$ cat src/rtl/pc_ras_pkg.sv
// Shared constants for the PC sequencer and return-address stack.
package pc_ras_pkg;
  localparam logic [31:0] PC_RAS_RESET_VEC = 32'h0000_0000;
  localparam logic [31:0] PC_RAS_EXC_VEC   = 32'h8000_0180;
  localparam int          PC_RAS_CNT_W     = 16;
endpackage

$ cat src/rtl/pc_ras_if.sv
// Control and status bundle between the fetch stage and pc_ras.
interface pc_ras_if #(
  parameter int AW = 32
);
  import pc_ras_pkg::*;

  logic                    stall;
  logic                    exc;
  logic [AW-1:0]           br_offset;
  logic [25:0]             jidx;
  logic [AW-1:0]           jr_target;
  logic                    jump;
  logic                    link;
  logic                    branch;
  logic                    jump_reg;
  logic                    ret;
  logic [AW-1:0]           pc;
  logic [AW-1:0]           pc_plus_8;
  logic [AW-1:0]           ras_top;
  logic                    ras_valid;
  logic                    ras_mispredict;
  logic [PC_RAS_CNT_W-1:0] mispredict_cnt;

  modport master (
    output stall, exc, br_offset, jidx, jr_target, jump, link, branch, jump_reg, ret,
    input  pc, pc_plus_8, ras_top, ras_valid, ras_mispredict, mispredict_cnt
  );

  modport slave (
    input  stall, exc, br_offset, jidx, jr_target, jump, link, branch, jump_reg, ret,
    output pc, pc_plus_8, ras_top, ras_valid, ras_mispredict, mispredict_cnt
  );
endinterface

$ cat src/rtl/pc_ras_stack.sv
// Circular return-address stack; a push while full overwrites the oldest entry.
module ras_stack #(
  parameter int AW    = 32,
  parameter int DEPTH = 4
) (
  input  logic          clk,
  input  logic          rst,
  input  logic          push,
  input  logic          pop,
  input  logic [AW-1:0] push_data,
  output logic [AW-1:0] top,
  output logic          valid
);
  localparam int PW = $clog2(DEPTH);
  localparam int OW = PW + 1;

  logic [AW-1:0] mem [DEPTH];
  logic [PW-1:0] wr_ptr;
  logic [OW-1:0] occ;
  logic [PW-1:0] top_ptr;

  // wr_ptr is the next free slot, so the top entry sits one below it
  assign top_ptr = wr_ptr - 1'b1;
  assign top     = mem[top_ptr];
  assign valid   = (occ != '0);

  always_ff @(posedge clk) begin
    if (push) mem[wr_ptr] <= push_data;
  end

  always_ff @(posedge clk or posedge rst) begin
    if (rst) begin
      wr_ptr <= '0;
      occ    <= '0;
    end else if (push) begin
      wr_ptr <= wr_ptr + 1'b1;
      if (occ != OW'(DEPTH)) occ <= occ + 1'b1;
    end else if (pop && valid) begin
      wr_ptr <= top_ptr;
      occ    <= occ - 1'b1;
    end
  end
endmodule

$ cat src/rtl/pc_ras.sv
// Program counter with next-PC selection, return-address prediction and mispredict counter.
module pc_ras
  import pc_ras_pkg::*;
#(
  parameter int          AW        = 32,
  parameter int          DEPTH     = 4,
  parameter logic [AW-1:0] RESET_VEC = AW'(PC_RAS_RESET_VEC),
  parameter logic [AW-1:0] EXC_VEC   = AW'(PC_RAS_EXC_VEC)
) (
  input logic     clk,
  input logic     rst,
  pc_ras_if.slave bus
);
  logic [AW-1:0]           pc_q;
  logic [AW-1:0]           pc_next;
  logic [AW-1:0]           pc_plus_4;
  logic                    push;
  logic                    pop;
  logic                    mismatch;
  logic [AW-1:0]           top;
  logic                    valid;
  logic                    mispredict_q;
  logic [PC_RAS_CNT_W-1:0] cnt_q;

  assign pc_plus_4 = pc_q + AW'(4);

  always_comb begin
    pc_next = pc_plus_4;
    push    = 1'b0;
    pop     = 1'b0;
    if (bus.exc) begin
      pc_next = EXC_VEC;
    end else if (bus.stall) begin
      pc_next = pc_q;
    end else if (bus.jump) begin
      pc_next = {pc_plus_4[AW-1:28], bus.jidx, 2'b00};
      push    = bus.link;
    end else if (bus.branch) begin
      pc_next = pc_plus_4 + bus.br_offset;
    end else if (bus.jump_reg) begin
      pc_next = bus.jr_target;
      pop     = bus.ret & valid;
    end
  end

  assign mismatch = pop && (top != bus.jr_target);

  ras_stack #(.AW(AW), .DEPTH(DEPTH)) u_stack (
    .clk       (clk),
    .rst       (rst),
    .push      (push),
    .pop       (pop),
    .push_data (bus.pc_plus_8),
    .top       (top),
    .valid     (valid)
  );

  always_ff @(posedge clk or posedge rst) begin
    if (rst) begin
      pc_q         <= RESET_VEC;
      mispredict_q <= 1'b0;
      cnt_q        <= '0;
    end else begin
      pc_q         <= pc_next;
      mispredict_q <= mismatch;
      if (mismatch && (cnt_q != '1)) cnt_q <= cnt_q + 1'b1;
    end
  end

  assign bus.pc             = pc_q;
  assign bus.pc_plus_8      = pc_q + AW'(8);
  assign bus.ras_top        = top;
  assign bus.ras_valid      = valid;
  assign bus.ras_mispredict = mispredict_q;
  assign bus.mispredict_cnt = cnt_q;
endmodule

$ cat src/flat_wrapper.sv
// flat-port wrapper written by rule: the top's interface ports become plain ports
module pc_ras_flat import pc_ras_pkg::*;
#(
  parameter int          AW        = 32,
  parameter int          DEPTH     = 4,
  parameter logic [AW-1:0] RESET_VEC = AW'(PC_RAS_RESET_VEC),
  parameter logic [AW-1:0] EXC_VEC   = AW'(PC_RAS_EXC_VEC)
)
  (clk, rst, bus_stall, bus_exc, bus_br_offset, bus_jidx, bus_jr_target, bus_jump, bus_link, bus_branch, bus_jump_reg, bus_ret, bus_pc, bus_pc_plus_8, bus_ras_top, bus_ras_valid, bus_ras_mispredict, bus_mispredict_cnt);
  pc_ras_if #(.AW(AW)) bus_i ();
  input logic clk;
  input logic rst;
  input wire logic [$bits(bus_i.stall)-1:0] bus_stall;
  input wire logic [$bits(bus_i.exc)-1:0] bus_exc;
  input wire logic [$bits(bus_i.br_offset)-1:0] bus_br_offset;
  input wire logic [$bits(bus_i.jidx)-1:0] bus_jidx;
  input wire logic [$bits(bus_i.jr_target)-1:0] bus_jr_target;
  input wire logic [$bits(bus_i.jump)-1:0] bus_jump;
  input wire logic [$bits(bus_i.link)-1:0] bus_link;
  input wire logic [$bits(bus_i.branch)-1:0] bus_branch;
  input wire logic [$bits(bus_i.jump_reg)-1:0] bus_jump_reg;
  input wire logic [$bits(bus_i.ret)-1:0] bus_ret;
  output wire logic [$bits(bus_i.pc)-1:0] bus_pc;
  output wire logic [$bits(bus_i.pc_plus_8)-1:0] bus_pc_plus_8;
  output wire logic [$bits(bus_i.ras_top)-1:0] bus_ras_top;
  output wire logic [$bits(bus_i.ras_valid)-1:0] bus_ras_valid;
  output wire logic [$bits(bus_i.ras_mispredict)-1:0] bus_ras_mispredict;
  output wire logic [$bits(bus_i.mispredict_cnt)-1:0] bus_mispredict_cnt;
  assign bus_i.stall = bus_stall;
  assign bus_i.exc = bus_exc;
  assign bus_i.br_offset = bus_br_offset;
  assign bus_i.jidx = bus_jidx;
  assign bus_i.jr_target = bus_jr_target;
  assign bus_i.jump = bus_jump;
  assign bus_i.link = bus_link;
  assign bus_i.branch = bus_branch;
  assign bus_i.jump_reg = bus_jump_reg;
  assign bus_i.ret = bus_ret;
  assign bus_pc = bus_i.pc;
  assign bus_pc_plus_8 = bus_i.pc_plus_8;
  assign bus_ras_top = bus_i.ras_top;
  assign bus_ras_valid = bus_i.ras_valid;
  assign bus_ras_mispredict = bus_i.ras_mispredict;
  assign bus_mispredict_cnt = bus_i.mispredict_cnt;
  pc_ras #(.AW(AW), .DEPTH(DEPTH), .RESET_VEC(RESET_VEC), .EXC_VEC(EXC_VEC)) u_core (.clk(clk), .rst(rst), .bus(bus_i));
endmodule
$ cat config.mk
export PLATFORM = sky130hd
export DESIGN_NAME = pc_ras_flat
export DESIGN_NICKNAME = d
export VERILOG_FILES = /design/src/rtl/pc_ras_pkg.sv /design/src/rtl/pc_ras_if.sv /design/src/rtl/pc_ras_stack.sv /design/src/rtl/pc_ras.sv /design/src/flat_wrapper.sv
export SDC_FILE = /design/constraint.sdc
export NUM_CORES = 1
export LEC_CHECK = 0
export CORE_UTILIZATION = 30
export DETAILED_ROUTE_END_ITERATION = 7
export DONT_BUFFER_PORTS = 1
export PLACE_DENSITY = 0.42
export SLEW_MARGIN = 25
export SYNTH_ARGS = -nofsm -noshare
export SYNTH_HDL_FRONTEND = slang
export SYNTH_SLANG_ARGS = --single-unit
$ cat constraint.sdc
create_clock -name clk -period 3.75 [get_ports clk]
set_input_delay 0.1875 -clock clk [delete_from_list [all_inputs] [get_ports clk]]
set_output_delay 0.1875 -clock clk [all_outputs]
set_load 0.02 [all_outputs]
Word-level counts from Yosys, hierarchy flattened. Memories as Yosys holds them, arrays and structs flattened. Index checks and enable logic that the tools add are counted. W data, S select, Z words.

Memory bits (writable): 128. Memories: 1. Register bits after elaboration: 54. Output and inout bits: 114.

Reductions and logical operators: 6. Add/subtract/negate cells: 8. Mux-type cells: 20. Equality and inequality tests: 5. Bitwise operators: 1.

Memory list: u_core.u_stack.mem (depth 4, width 32, rd ports 1, clocked after memory_dff 0, write ports 1, RTL line pc_ras_stack.sv:17) `logic [AW-1:0] mem [DEPTH];`.

Operators by type and width (number): $mux W32 (5); $add A32 B3 Y32 const B (1); $add A32 B32 Y32 (1); $add A32 B4 Y32 const B (1); $ne A32 B32 Y1 (1); $add A16 B1 Y16 const B (1); $ne A16 B16 Y1 const B (1); $mux W1 (10); $mux W3 (3); $mux W2 (2); $add A3 B1 Y3 const B (1); $logic_and A1 B1 Y1 (3); $ne A3 B3 Y1 const B (1); $reduce_bool A3 Y1 (1); $sub A3 B1 Y3 const B (1); $add A2 B1 Y2 const B (1); $ne A2 B1 Y1 const B (1); $ne A2 B2 Y1 const B (1); $reduce_and A2 Y1 (1); $reduce_bool A2 Y1 (1); $sub A2 B1 Y2 const B (1); $and A1 B1 Y1 (1).

Longest topological paths before layout.
Word-level depth: 10. Depth in mapped cells: 18.

By module. A second synthesis with hierarchy kept.

Cell total of the unflattened synthesis: 1013. Area, all modules: 11297.1 um2.

By module, submodules not included: pc_ras (times used 1, cells each 803, area each 6249.7 um2); ras_stack (times used 1, cells each 210, area each 5047.3 um2).

Least setup slack after synthesis. OpenSTA, ideal clock, no wires.

Path kind: register to register. Start: reg u_core.pc_q[2] (netlist: u_core.bus.pc[2]). End: reg u_core.pc_q[31] (netlist: u_core.bus.pc[31]). Period minus slack after synthesis: 3863 ps. Path slack: -113 ps. Arrival time: 3760 ps. Path buffers: 1. Stages on the path, launching flop included: 17. Setup time: 104 ps. Path through: dfrtp_1 > ha_1 > nand2_1 > nor4_2 > nand2_1 > xnor2_1 > ha_1 > clkbuf_1 > and3_1 > and3_1 > a221oi_1 > o21ai_0 > a41oi_2 > o21bai_1 > a311oi_2 > nor3b_1 > a221oi_1.

Word-level cells in the longest chain between the ends: 6.

RTL lines: start, declared (RTL line pc_ras.sv:14) `logic [AW-1:0] pc_q;`; start signal, assigned (RTL line pc_ras.sv:64) `pc_q <= pc_next;`; $add A32 B3 Y32 (*) (RTL line pc_ras.sv:25) `assign pc_plus_4 = pc_q + AW'(4);`; $add A32 B32 Y32 or $mux W32 (tied branches) (RTL line pc_ras.sv:39, pc_ras.sv:40); $mux W32 (RTL line pc_ras.sv:38) `end else if (bus.branch) begin`; $mux W32 (*) (RTL line pc_ras.sv:35) `end else if (bus.jump) begin`; $mux W32 (*) (RTL line pc_ras.sv:33) `end else if (bus.stall) begin`; $mux W32 (*) (RTL line pc_ras.sv:31) `if (bus.exc) begin`.

Mark *: on every way between the ends. The rest lies on a longest branch, timed or not. The select of a mux whose other input is x is not followed. A chain may end at the register's enable or synchronous reset.

Worst setup path in the final report.
Start: reg u_core.pc_q[3] (netlist: u_core.bus.pc[3]). End: reg u_core.pc_q[28] (netlist: u_core.bus.pc[28]).

The elaborated chain is that of the path after synthesis.

==> tab_implementation.tex <==
\begin{tabular}{lr}
\hline
Metric & Value \\
\hline
\multicolumn{2}{l}{\textbf{Placement}} \\
\quad Pre-CTS setup slack & -0.0711 ns \\
\quad Detailed placer's ending HPWL & 32100 um \\
\quad Buffers added on ports & 0 \\
\quad Cell count after placement & $\sim$1500 \\
\quad Weighted congestion reported at the end of routability-driven placement & 0.918 \\
\multicolumn{2}{l}{\textbf{Clock network}} \\
\quad Clock tree from TritonCTS & done \\
\quad Number of H-tree levels & 4 \\
\quad CTS Sinks & 182 \\
\quad Clk Tree Root Cell & sky130\_fd\_sc\_hd\_\_clkbuf\_16 \\
\quad CTS Buffer Depth & 2 \\
\quad Reg clk slew, reported paths & $\sim$0.10 ns \\
\quad TritonCTS buffer count & 17 \\
\quad Worst-Skew Late Latency & 0.48 ns \\
\multicolumn{2}{l}{\textbf{Timing}} \\
\quad Final critical-path setup slack & 0.152 ns \\
\quad Final Cycle Share & 0.959 \\
\quad Final hold violation count & 0 \\
\quad Worst max-slew margin expressed relative to the limit & 0.305 \\
\quad Setup\_tns & 0 ns \\
\quad Setup repair after global routing missed its margin & true \\
\quad Post-route clock skew & 0.0336 ns \\
\quad Max-slew violation count & 0 \\
\quad Hold Slack & 0.0175 ns \\
\quad Clock period minus worst slack & 3.60 ns \\
\quad Achievable Freq & 278 MHz \\
\quad Setup violations, final & 0 \\
\quad Transition time of the tightest slew-check pin & 1.04 ns \\
\multicolumn{2}{l}{\textbf{Drt}} \\
\quad Total routed wirelength & between 40000 and 50000 um \\
\quad DRT Pass-1 Iters & 6 \\
\quad Vias per Instance & 5.47 \\
\quad Detailed-route via count & 8592 \\
\quad Post-route antenna net violation count & 0 \\
\quad Drt drc & 0 \\
\quad Number of design-rule violations left by the first detailed-router iteration & 718 \\
\quad Average wire length per cell after detail routing & between 20 and 30 um \\
\multicolumn{2}{l}{\textbf{Setup path}} \\
\quad Largest fanout of any net on the critical path & 5 \\
\quad Kind of end point of the critical path & register \\
\quad Type of origin of the critical path & register \\
\quad Critical path startpoint & u\_core.bus.pc[3] \\
\quad Register-to-register setup slack & 0.15 ns \\
\quad Req. time, crit path & 4.06 ns \\
\quad Launch point of the worst reg-to-reg path & u\_core.bus.pc[3] \\
\quad Signal arrival time at the worst endpoint & 3.91 ns \\
\quad Critical path class & register to register \\
\multicolumn{2}{l}{\textbf{Layout}} \\
\quad Share of final-layout standard cells stronger than drive strength 1 & 0.228 \\
\quad Antenna Cells & 0 \\
\quad Final \#Nets & between 1000 and 1500 \\
\quad Layout fillers & 3505 \\
\quad Area growth from synthesis to layout & 20.6\% \\
\quad Number of cells in the finished layout apart from fillers & about 1600 \\
\multicolumn{2}{l}{\textbf{Power}} \\
\quad Leakage dissipation & 5.15 nW \\
\quad Maximum VDD drop & 0.000511 V \\
\quad Pwr Density & approximately 570 mW/mm\^{}2 \\
\multicolumn{2}{l}{\textbf{Synth}} \\
\quad Most frequent cell after synthesis & sky130\_fd\_sc\_hd\_\_edfxtp\_1 \\
\quad Post-Synthesis Mean Instance Area & 11.1 sq um \\
\quad Post-synth top area share & 0.349 \\
\quad Syn\_nets & 1133 \\
\quad Part of the Yosys area used for sequential elements & 0.471 \\
\quad Post-Syn Area & 0.0110 sq mm \\
\quad Number of distinct library cells after synthesis & 70 \\
\quad Fraction of registers with async set or reset after synthesis & 0.297 \\
\quad Biggest area contributors in the synthesized netlist & sky130\_fd\_sc\_hd\_\_edfxtp\_1 (35\%), sky130\_fd\_sc\_hd\_\_dfrtp\_1 (12\%), sky130\_fd\_sc\_hd\_\_xnor2\_1 (7.5\%) \\
\quad Count of flip-flops with a built-in enable after synthesis & 128 \\
\quad Number of standard cells after synthesis & 990 \\
\quad Leading area contributor after synthesis & sky130\_fd\_sc\_hd\_\_edfxtp\_1 \\
\quad Most common flop cell mapped by yosys & sky130\_fd\_sc\_hd\_\_edfxtp\_1 \\
\quad Count of state elements after synthesis & 182 \\
\quad Yosys Warn Count & 0 \\
\quad Top post-synthesis cells by count & sky130\_fd\_sc\_hd\_\_edfxtp\_1 (128), sky130\_fd\_sc\_hd\_\_xnor2\_1 (94), sky130\_fd\_sc\_hd\_\_nand2\_1 (83) \\
\multicolumn{2}{l}{\textbf{Die}} \\
\quad Die area & about 0.038 sq mm \\
\quad Initial Util & 0.308 \\
\quad Std-Cell Core Area & 0.0358 sq mm \\
\quad Die Wd & 194 um \\
\quad Number of ports placed on the die boundary & 213 \\
\quad FP Rows & 69 \\
\quad Die Y & between 150 and 200 um \\
\multicolumn{2}{l}{\textbf{Min path}} \\
\quad Class of the tightest hold or removal check & primary input to register \\
\quad Beginning of the worst hold path & bus\_jidx[24] \\
\multicolumn{2}{l}{\textbf{Global route}} \\
\quad Largest net degree at the start of global routing & between 40 and 50 \\
\quad Vias in the first global route & roughly 8300 \\
\quad Residual overflow from global routing & 0 \\
\quad Total Routing Usage GR & 0.226 \\
\quad Antenna violations before repair & 1 \\
\quad Wire length of the first global-routing pass & 60800 um \\
\multicolumn{2}{l}{\textbf{Status}} \\
\quad Status & complete, no violations \\
\multicolumn{2}{l}{\textbf{Job}} \\
\quad Number of maximum-capacitance constraint violations & 0 \\
\hline
\end{tabular}
-- metal layers --
layer  GRT usage  share of wire
met1       0.325           0.46
met2       0.329           0.44
met3      0.0621          0.079
met4      0.0661          0.022
met5           0              0
-- worst max-delay path: stages, from the launching register on --
cell and delay (ns):
sky130_fd_sc_hd__dfrtp_1 0.41, sky130_fd_sc_hd__ha_2 0.24, sky130_fd_sc_hd__buf_4 0.15, sky130_fd_sc_hd__nand4_1 0.11, sky130_fd_sc_hd__xnor2_1 0.36, sky130_fd_sc_hd__ha_1 0.36
sky130_fd_sc_hd__and3_1 0.21, sky130_fd_sc_hd__and3_1 0.18, sky130_fd_sc_hd__a211oi_2 0.18, sky130_fd_sc_hd__buf_4 0.18, sky130_fd_sc_hd__o211ai_1 0.14, sky130_fd_sc_hd__a21oi_1 0.30
sky130_fd_sc_hd__nor3b_1 0.09, sky130_fd_sc_hd__a21oi_1 0.16, sky130_fd_sc_hd__xor2_1 0.24, sky130_fd_sc_hd__a31oi_1 0.14
-- report_power, final --
| group | switching, mW | internal [mW] | total (mW) | leakage [nW] |
|---|---|---|---|---|
| logic | 1.84 | 1.36 | 3.21 | 2.97 |
| clock network | 0.966 | 0.976 | 1.94 | 0.303 |
| registers | 0.104 | 2.27 | 2.37 | 1.88 |
| total | 2.91 | 4.61 | 7.52 | 5.15 |
-- cells in the final DEF, fill, tap and decap left out, types with 8 or more instances in the layout --
cell / netlist / final
sky130_fd_sc_hd__clkbuf_16: 0 / 17
sky130_fd_sc_hd__o211ai_1: 8 / 8
sky130_fd_sc_hd__xnor2_2: 0 / 8
sky130_fd_sc_hd__o21ai_0: 44 / 40
sky130_fd_sc_hd__edfxtp_1: 128 / 128
sky130_fd_sc_hd__xor2_1: 35 / 32
sky130_fd_sc_hd__a21oi_1: 48 / 47
sky130_fd_sc_hd__mux2i_1: 24 / 23
sky130_fd_sc_hd__nor3b_1: 10 / 9
sky130_fd_sc_hd__nand2_1: 83 / 83
sky130_fd_sc_hd__buf_4: 5 / 133
sky130_fd_sc_hd__nor3_1: 17 / 14
sky130_fd_sc_hd__nand3_1: 41 / 41
sky130_fd_sc_hd__and3_1: 15 / 13
sky130_fd_sc_hd__mux4_2: 32 / 32
sky130_fd_sc_hd__ha_1: 42 / 39
sky130_fd_sc_hd__inv_1: 25 / 24
sky130_fd_sc_hd__a31oi_1: 10 / 10
sky130_fd_sc_hd__a211oi_1: 21 / 21
sky130_fd_sc_hd__dlygate4sd3_1: 0 / 12
sky130_fd_sc_hd__dfrtp_1: 54 / 53
sky130_fd_sc_hd__nand4_1: 25 / 25
sky130_fd_sc_hd__xnor2_1: 94 / 86
sky130_fd_sc_hd__a21o_1: 12 / 12
sky130_fd_sc_hd__nor2_1: 67 / 66
-- registers in the layout, indices dropped and copies added, names as in the netlist --
signal	count
u_core.bus.ras_mispredict	1
u_core.u_stack.occ	3
u_core.u_stack.wr_ptr	2
u_core.u_stack.mem	128
u_core.bus.mispredict_cnt	16
u_core.bus.pc	32
-- path summary, 6_finish.rpt --
path,end,cells past startpoint
setup / recovery,u_core.bus.pc[28],15
hold / removal,u_core.bus.pc[26],3
setup reg to reg,u_core.bus.pc[28],15
hold reg to reg,u_core.u_stack.occ[2],1
max in group asynchronous,u_core.u_stack.wr_ptr[0],3
min in group asynchronous,u_core.bus.ras_mispredict,2
-- cell type report --
class	count	area, sq um	share of cell area
sequential	182	5200	0.391
inverter	25	93.8	0.00706
tap	461	577	0.0434
timing repair buffer	149	1170	0.0880
clock inverter	15	206	0.0155
multi-input combinational	723	5630	0.423
clock buffer	17	425	0.0320
-- logic make-up after synthesis --
logic type,after synthesis,synth area share
buf+inv,85,0.0337
flops,182,0.471
compound gates,196,0.117
mux,64,0.0953
simple gates,290,0.129
xor+xnor,129,0.102
fa+ha+maj,44,0.0513
-- metrics by stage --
step                      area, sq um  total power, mW  utilization
after detailed placement        12300             5.60        0.344
after global routing            13300             7.86        0.371
after global placement          12300             5.62        0.344
after CTS                       13100             7.58        0.366
final                           13300             7.52        0.371
after floorplan                 11000             4.48            -
-- timing repair --
item                       CTS  global route
hold buffers                13             0
hold endpoints to repair    48             0
resized for setup            1            31
pin swaps                    1             4
setup endpoints to repair    2            11
buffers inserted             2             4
Note: power is estimated with default switching activity, not from simulation.
